### config.mk
export PLATFORM = sky130hd
export DESIGN_NAME = bcd_display_scan
export DESIGN_NICKNAME = d
export VERILOG_FILES = /design/src/rtl/bcd_display_scan_pkg.sv /design/src/rtl/bin2dec.sv /design/src/rtl/bcd_display_scan.sv
export SDC_FILE = /design/constraint.sdc
export NUM_CORES = 1
export LEC_CHECK = 0
export ABC_AREA = 1
export BUFFER_PORTS_ARGS = -buffer_cell sky130_fd_sc_hd__buf_2
export CELL_PAD_IN_SITES_DETAIL_PLACEMENT = 0
export CELL_PAD_IN_SITES_GLOBAL_PLACEMENT = 1
export CORE_UTILIZATION = 46
export CTS_CLUSTER_SIZE = 8
export DETAILED_ROUTE_END_ITERATION = 8
export PLACE_DENSITY = 0.85
export SETUP_SLACK_MARGIN = 0.4
export SLEW_MARGIN = 20
export SYNTH_ARGS = -nofsm -noshare
export SYNTH_HDL_FRONTEND = slang
export SYNTH_HIERARCHICAL = 1
export SYNTH_SLANG_ARGS = --single-unit
### constraint.sdc
create_clock -name clk -period 8.3 [get_ports clk]
set_input_delay 1.245 -clock clk [delete_from_list [all_inputs] [get_ports clk]]
set_output_delay 1.245 -clock clk [all_outputs]
set_load 0.1 [all_outputs]
### src/rtl/bcd_display_scan_pkg.sv
// Shared types and constants for the multiplexed 3-digit BCD display scanner.
// Holds the controller state encoding and the active-low 7-segment code table.
package bcd_display_scan_pkg;

    typedef enum logic [1:0] {
        ST_IDLE    = 2'd0,
        ST_CONVERT = 2'd1,
        ST_SHOW    = 2'd2
    } state_t;

    localparam logic [6:0] SEG_BLANK = 7'h7F;
    localparam logic [2:0] AN_OFF    = 3'b111;
    localparam logic [2:0] AN_ONES   = 3'b110;
    localparam logic [2:0] AN_TENS   = 3'b101;
    localparam logic [2:0] AN_HUND   = 3'b011;

    // Segment order {g,f,e,d,c,b,a}, active-low, indexed by digit value.
    localparam logic [6:0] SEG_TABLE [10] = '{
        7'h40, 7'h79, 7'h24, 7'h30, 7'h19,
        7'h12, 7'h02, 7'h78, 7'h00, 7'h10
    };

    function automatic logic [6:0] seg_encode(input logic [3:0] d);
        return (d <= 4'd9) ? SEG_TABLE[d] : SEG_BLANK;
    endfunction

endpackage

### src/rtl/bin2dec.sv
// Combinational 8-bit binary to 3-digit BCD converter (shift-and-add-3).
// Output is {hundreds, tens, ones}, one nibble each.
module bin2dec (
    input  logic [7:0]  bin,
    output logic [11:0] bcd
);

    logic [19:0] sh;

    // NOTE: blocking assignments here on purpose -- each loop pass must see the
    // previous pass's result within the same evaluation.
    always_comb begin
        sh = {12'd0, bin};
        for (int i = 0; i < 8; i++) begin
            for (int d = 0; d < 3; d++) begin
                if (sh[8 + 4*d +: 4] >= 4'd5)
                    sh[8 + 4*d +: 4] = sh[8 + 4*d +: 4] + 4'd3;
            end
            sh = sh << 1;
        end
        bcd = sh[19:8];
    end

endmodule

### src/rtl/bcd_display_scan.sv
// Captures an 8-bit value, converts it to BCD in one cycle, then time-multiplexes
// the three digits onto a shared active-low 7-segment bus with leading-zero blanking.
module bcd_display_scan
    import bcd_display_scan_pkg::*;
#(
    parameter int unsigned SCAN_DIV = 50000,
    parameter bit          BLANK_LZ = 1'b1
) (
    input  logic       clk,
    input  logic       rst,
    input  logic       load,
    input  logic [7:0] bin,
    output logic       ready,
    output logic [6:0] seg,
    output logic [2:0] an
);

    localparam int unsigned     CNT_W    = (SCAN_DIV > 1) ? $clog2(SCAN_DIV) : 1;
    localparam logic [CNT_W-1:0] CNT_LAST = CNT_W'(SCAN_DIV - 1);

    state_t           state;
    logic [7:0]       value_q;
    logic [11:0]      bcd_q;
    logic [11:0]      bcd_next;
    logic [CNT_W-1:0] scan_cnt;
    logic [1:0]       digit_idx;

    bin2dec u_bin2dec (
        .bin (value_q),
        .bcd (bcd_next)
    );

    assign ready = (state != ST_CONVERT);

    // NOTE: non-blocking assignments so every register updates from pre-edge values.
    always_ff @(posedge clk) begin
        if (rst) begin
            state     <= ST_IDLE;
            value_q   <= '0;
            bcd_q     <= '0;
            scan_cnt  <= '0;
            digit_idx <= 2'd0;
        end else begin
            case (state)
                ST_IDLE: begin
                    if (load) begin
                        value_q <= bin;
                        state   <= ST_CONVERT;
                    end
                end
                ST_CONVERT: begin
                    bcd_q     <= bcd_next;
                    scan_cnt  <= '0;
                    digit_idx <= 2'd0;
                    state     <= ST_SHOW;
                end
                ST_SHOW: begin
                    if (load) begin
                        value_q <= bin;
                        state   <= ST_CONVERT;
                    end else if (scan_cnt == CNT_LAST) begin
                        scan_cnt  <= '0;
                        digit_idx <= (digit_idx == 2'd2) ? 2'd0 : digit_idx + 2'd1;
                    end else begin
                        scan_cnt <= scan_cnt + 1'b1;
                    end
                end
                default: state <= ST_IDLE;
            endcase
        end
    end

    logic [3:0] digit;
    logic [2:0] an_sel;
    logic       blank;

    // NOTE: every output gets a default first so no path infers a latch.
    always_comb begin
        digit  = 4'd0;
        an_sel = AN_OFF;
        blank  = 1'b1;
        if (state == ST_SHOW) begin
            case (digit_idx)
                2'd0: begin
                    digit  = bcd_q[3:0];
                    an_sel = AN_ONES;
                    blank  = 1'b0;
                end
                2'd1: begin
                    digit  = bcd_q[7:4];
                    an_sel = AN_TENS;
                    blank  = BLANK_LZ && (bcd_q[11:4] == 8'd0);
                end
                2'd2: begin
                    digit  = bcd_q[11:8];
                    an_sel = AN_HUND;
                    blank  = BLANK_LZ && (bcd_q[11:8] == 4'd0);
                end
                default: blank = 1'b1;
            endcase
        end
        seg = blank ? SEG_BLANK : seg_encode(digit);
        an  = blank ? AN_OFF    : an_sel;
    end

endmodule
==> impl_metrics.json <==
{
  "status": "complete, no violations",
  "crit_path_end": "bcd_q[7]",
  "cp.required_ns": 8.48,
  "ys.flop_type": "dfxtp_1",
  "critPathLaunchType": "flop",
  "cpMaxStageDelayCell": "dfxtp_1",
  "leakagePower_nw": 1.46,
  "synth_warnings": 6,
  "r2r-start": "value_q[6]",
  "hold_viol_final": 0,
  "max_stage_delay_ns": 0.36,
  "max-slew-margin-rel_pct": 53.5,
  "fin_crit_sh_pct": 48.3,
  "synth_cell_types": 40,
  "wire_per_inst_um": 10.9,
  "cp-startpoint": "value_q[6]",
  "cts_resized": 0,
  "die_area_um2": 6570,
  "cp_max_fo": 4,
  "viasPerCell": 4.96,
  "critPathArrivalTime_ns": 4.19,
  "synth_async_sr_flop_share_pct": 0,
  "grt_antenna_before_repair": 0,
  "die_width_um": 81.1,
  "period_minus_slack_ns": 4.01,
  "fin_setup_tns_ns": 0,
  "cts_root_buffer": "clkbuf_8",
  "port_buffers": 21,
  "routed_wl_um": 6170,
  "switching_power_mw": 0.196,
  "crit_path_end_kind": "flop",
  "layout-drive-gt1-share_pct": 13.5,
  "worstHoldStart": "bcd_q[7]",
  "cts_setup_buffers": 0,
  "firstDrtPassIters": 4,
  "synth_edf_count": 0,
  "cpMostUsedCell": "nand2_1",
  "multiInputGateArea_um2": 1800,
  "setup_violations": 0,
  "grt_usage_pct": 20.6,
  "hp-class": "flop to flop",
  "skew_ns": 0.00570,
  "preCtsSetupSlack_ns": 4.32,
  "final_util_pct": 52.4,
  "io_pins": 22,
  "antenna_cells": 0,
  "seq_area_frac_synth_pct": 27.9,
  "whs_ns": 0.480,
  "postCtsHoldBufs": 0,
  "nFillCells": 660,
  "slew_viol_final": 0,
  "ir_worst_vdd_v": 0.000103,
  "syn2layout_area_growth_pct": 9.18,
  "power_per_cell_area_nw_per_um2": 172,
  "initial_core_util_pct": 48.0,
  "route.vias.total": 2799,
  "setup_ws_ns": 4.29,
  "yosys.area.top_type": "dfxtp_1",
  "fp-row-count": 28,
  "intPower_mw": 0.345,
  "seqCellArea_um2": 801,
  "grt_remaining_overflow": 0,
  "synth_area_leaders": "dfxtp_1, nand2_1, nor2_1, inv_1, ha_1",
  "cts_tree": "done",
  "h-tree-depth": 2,
  "grt_pass1_vias": 2461,
  "clockBufferDepth": 2,
  "dp_hpwl_um": 4680,
  "yosys.area.top_type_share_pct": 27.9,
  "nets": 514,
  "ant_nets": 0,
  "clkPwrFrac_pct": 28.8,
  "worst_r2r_path_depth": 28,
  "crit_type": "flop to flop",
  "p_seq_share_pct": 38.2,
  "drv_cap": 0,
  "synth_seq_cells": 40,
  "swShare_pct": 36.3,
  "cts_made_buffers": 5,
  "pwr-share-comb_pct": 32.9,
  "maxClockFrequency_ghz": 0.250,
  "cts.clk_slew.worst_paths_ns": 0.08,
  "rsz0062_at_grt": "false",
  "netlist_area_um2": 2880,
  "clk_latency_ns": 0.29,
  "tightest_slew_ns": 0.697,
  "reg2reg_to": "bcd_q[7]",
  "syn_inst": 468,
  "tritoncts_num_sinks": 40,
  "gp_congestion": 0.861,
  "coreArea_um2": 5990,
  "drc": 0,
  "grt_pass1_wl_um": 10700,
  "die_h_um": 81.1,
  "syn_avg_cell_area_um2": 6.14,
  "grt_max_degree": 27,
  "r2r_slack_ns": 4.29,
  "drtIter0Drc": 160
}
how the worst min path moves through the flow:
| stage | to | cells past startpoint | slack, ns |
|---|---|---|---|
| after global routing | bcd_q[7] | 2 | 0.51 |
| after detailed placement | bcd_q[7] | 2 | 0.47 |
| after floorplan | bcd_q[7] | 2 | 0.44 |
| after global placement | bcd_q[7] | 2 | 0.47 |
| final | bcd_q[7] | 2 | 0.48 |
| after CTS | bcd_q[7] | 2 | 0.48 |
worst max-delay path, delay by kind of cell, from the launching register on:
family	cells	cell delay, ns
AO/OA/AOI/OAI	6	0.88
XOR/XNOR	1	0.22
adder cells (fa/ha/maj)	5	0.98
buffers and inverters	5	0.43
flip-flops	1	0.36
AND/OR/NAND/NOR	11	1.03
power by group through the flow:
stage                     combinational [mW]  sequential, mW  clock, mW
final                                  0.178           0.207      0.156
after global routing                   0.206           0.208      0.170
after CTS                              0.179           0.207      0.161
after detailed placement               0.178           0.211          0
after global placement                 0.176           0.211          0
after floorplan                        0.150           0.210          0
cell families after synthesis:
logic type / share of synthesized area, %
simple gates: 43.0
buf+inv: 9.70
compound gates: 11.9
flops: 27.9
fa+ha+maj: 6.53
xor+xnor: 0.871
other cells: 0.130
area by class of cell:
type | instances | share of cell area (%)
multi-input combinational | 358 | 57.3
sequential | 40 | 25.5
inverter | 62 | 7.41
timing repair buffer | 21 | 3.35
tap | 75 | 2.99
clock buffer | 6 | 2.31
clock inverter | 2 | 1.12
registers in the layout, summed over array words and instances, names as in the netlist:
register   flops
bcd_q         12
value_q        8
digit_idx      2
scan_cnt      16
state          2
cell usage after synthesis (2+ instances only):
cell	number
nand2_4	2
o21ai_2	2
dfxtp_1	40
nor3_1	7
nand2_1	116
nand3_1	35
or2_0	2
clkbuf_1	4
nand3_2	4
clkinv_1	3
o21ai_1	2
nand4_1	9
a21oi_1	19
nand2_2	16
buf_4	3
nor2_1	74
nor2_2	5
o21ai_0	29
inv_1	54
ha_1	15
inv_2	5
o211ai_1	4
layout by cell type, fill, tap and decap left out, types with 2 or more instances in the layout:
cell type | netlist | layout
a21oi_1 | 19 | 19
buf_2 | 1 | 21
clkbuf_8 | 0 | 5
clkinv_1 | 3 | 3
conb_1 | 1 | 2
dfxtp_1 | 40 | 40
ha_1 | 15 | 15
inv_1 | 54 | 54
inv_2 | 5 | 5
nand2_1 | 116 | 116
nand2_2 | 16 | 16
nand2_4 | 2 | 2
nand3_1 | 35 | 35
nand3_2 | 4 | 4
nand4_1 | 9 | 9
nor2_1 | 74 | 74
nor2_2 | 5 | 5
nor3_1 | 7 | 7
o211ai_1 | 4 | 4
o21ai_0 | 29 | 29
o21ai_1 | 2 | 2
o21ai_2 | 2 | 2
or2_0 | 2 | 2
layer usage:
layer / wire [um] / vias up / share of wire [%] / track usage, %
li1: - / 1529 / - / -
met1: 3180 / 1209 / 52 / 28.5
met2: 2680 / 54 / 43 / 33.2
met3: 252 / 7 / 4.1 / 3.37
met4: 50 / 0 / 0.81 / 4.82
met5: 0 / - / 0 / 0
through the flow:
| step | total power, mW | cell area (um^2) | instances |
|---|---|---|---|
| final | 0.541 | 3140 | 564 |
| after global routing | 0.584 | 3140 | 564 |
| after CTS | 0.547 | 3140 | 564 |
| after detailed placement | 0.390 | 3030 | 556 |
| after global placement | 0.387 | 3030 | 556 |
| after floorplan | 0.360 | 2880 | 469 |
(Power assumes the default switching activity.)
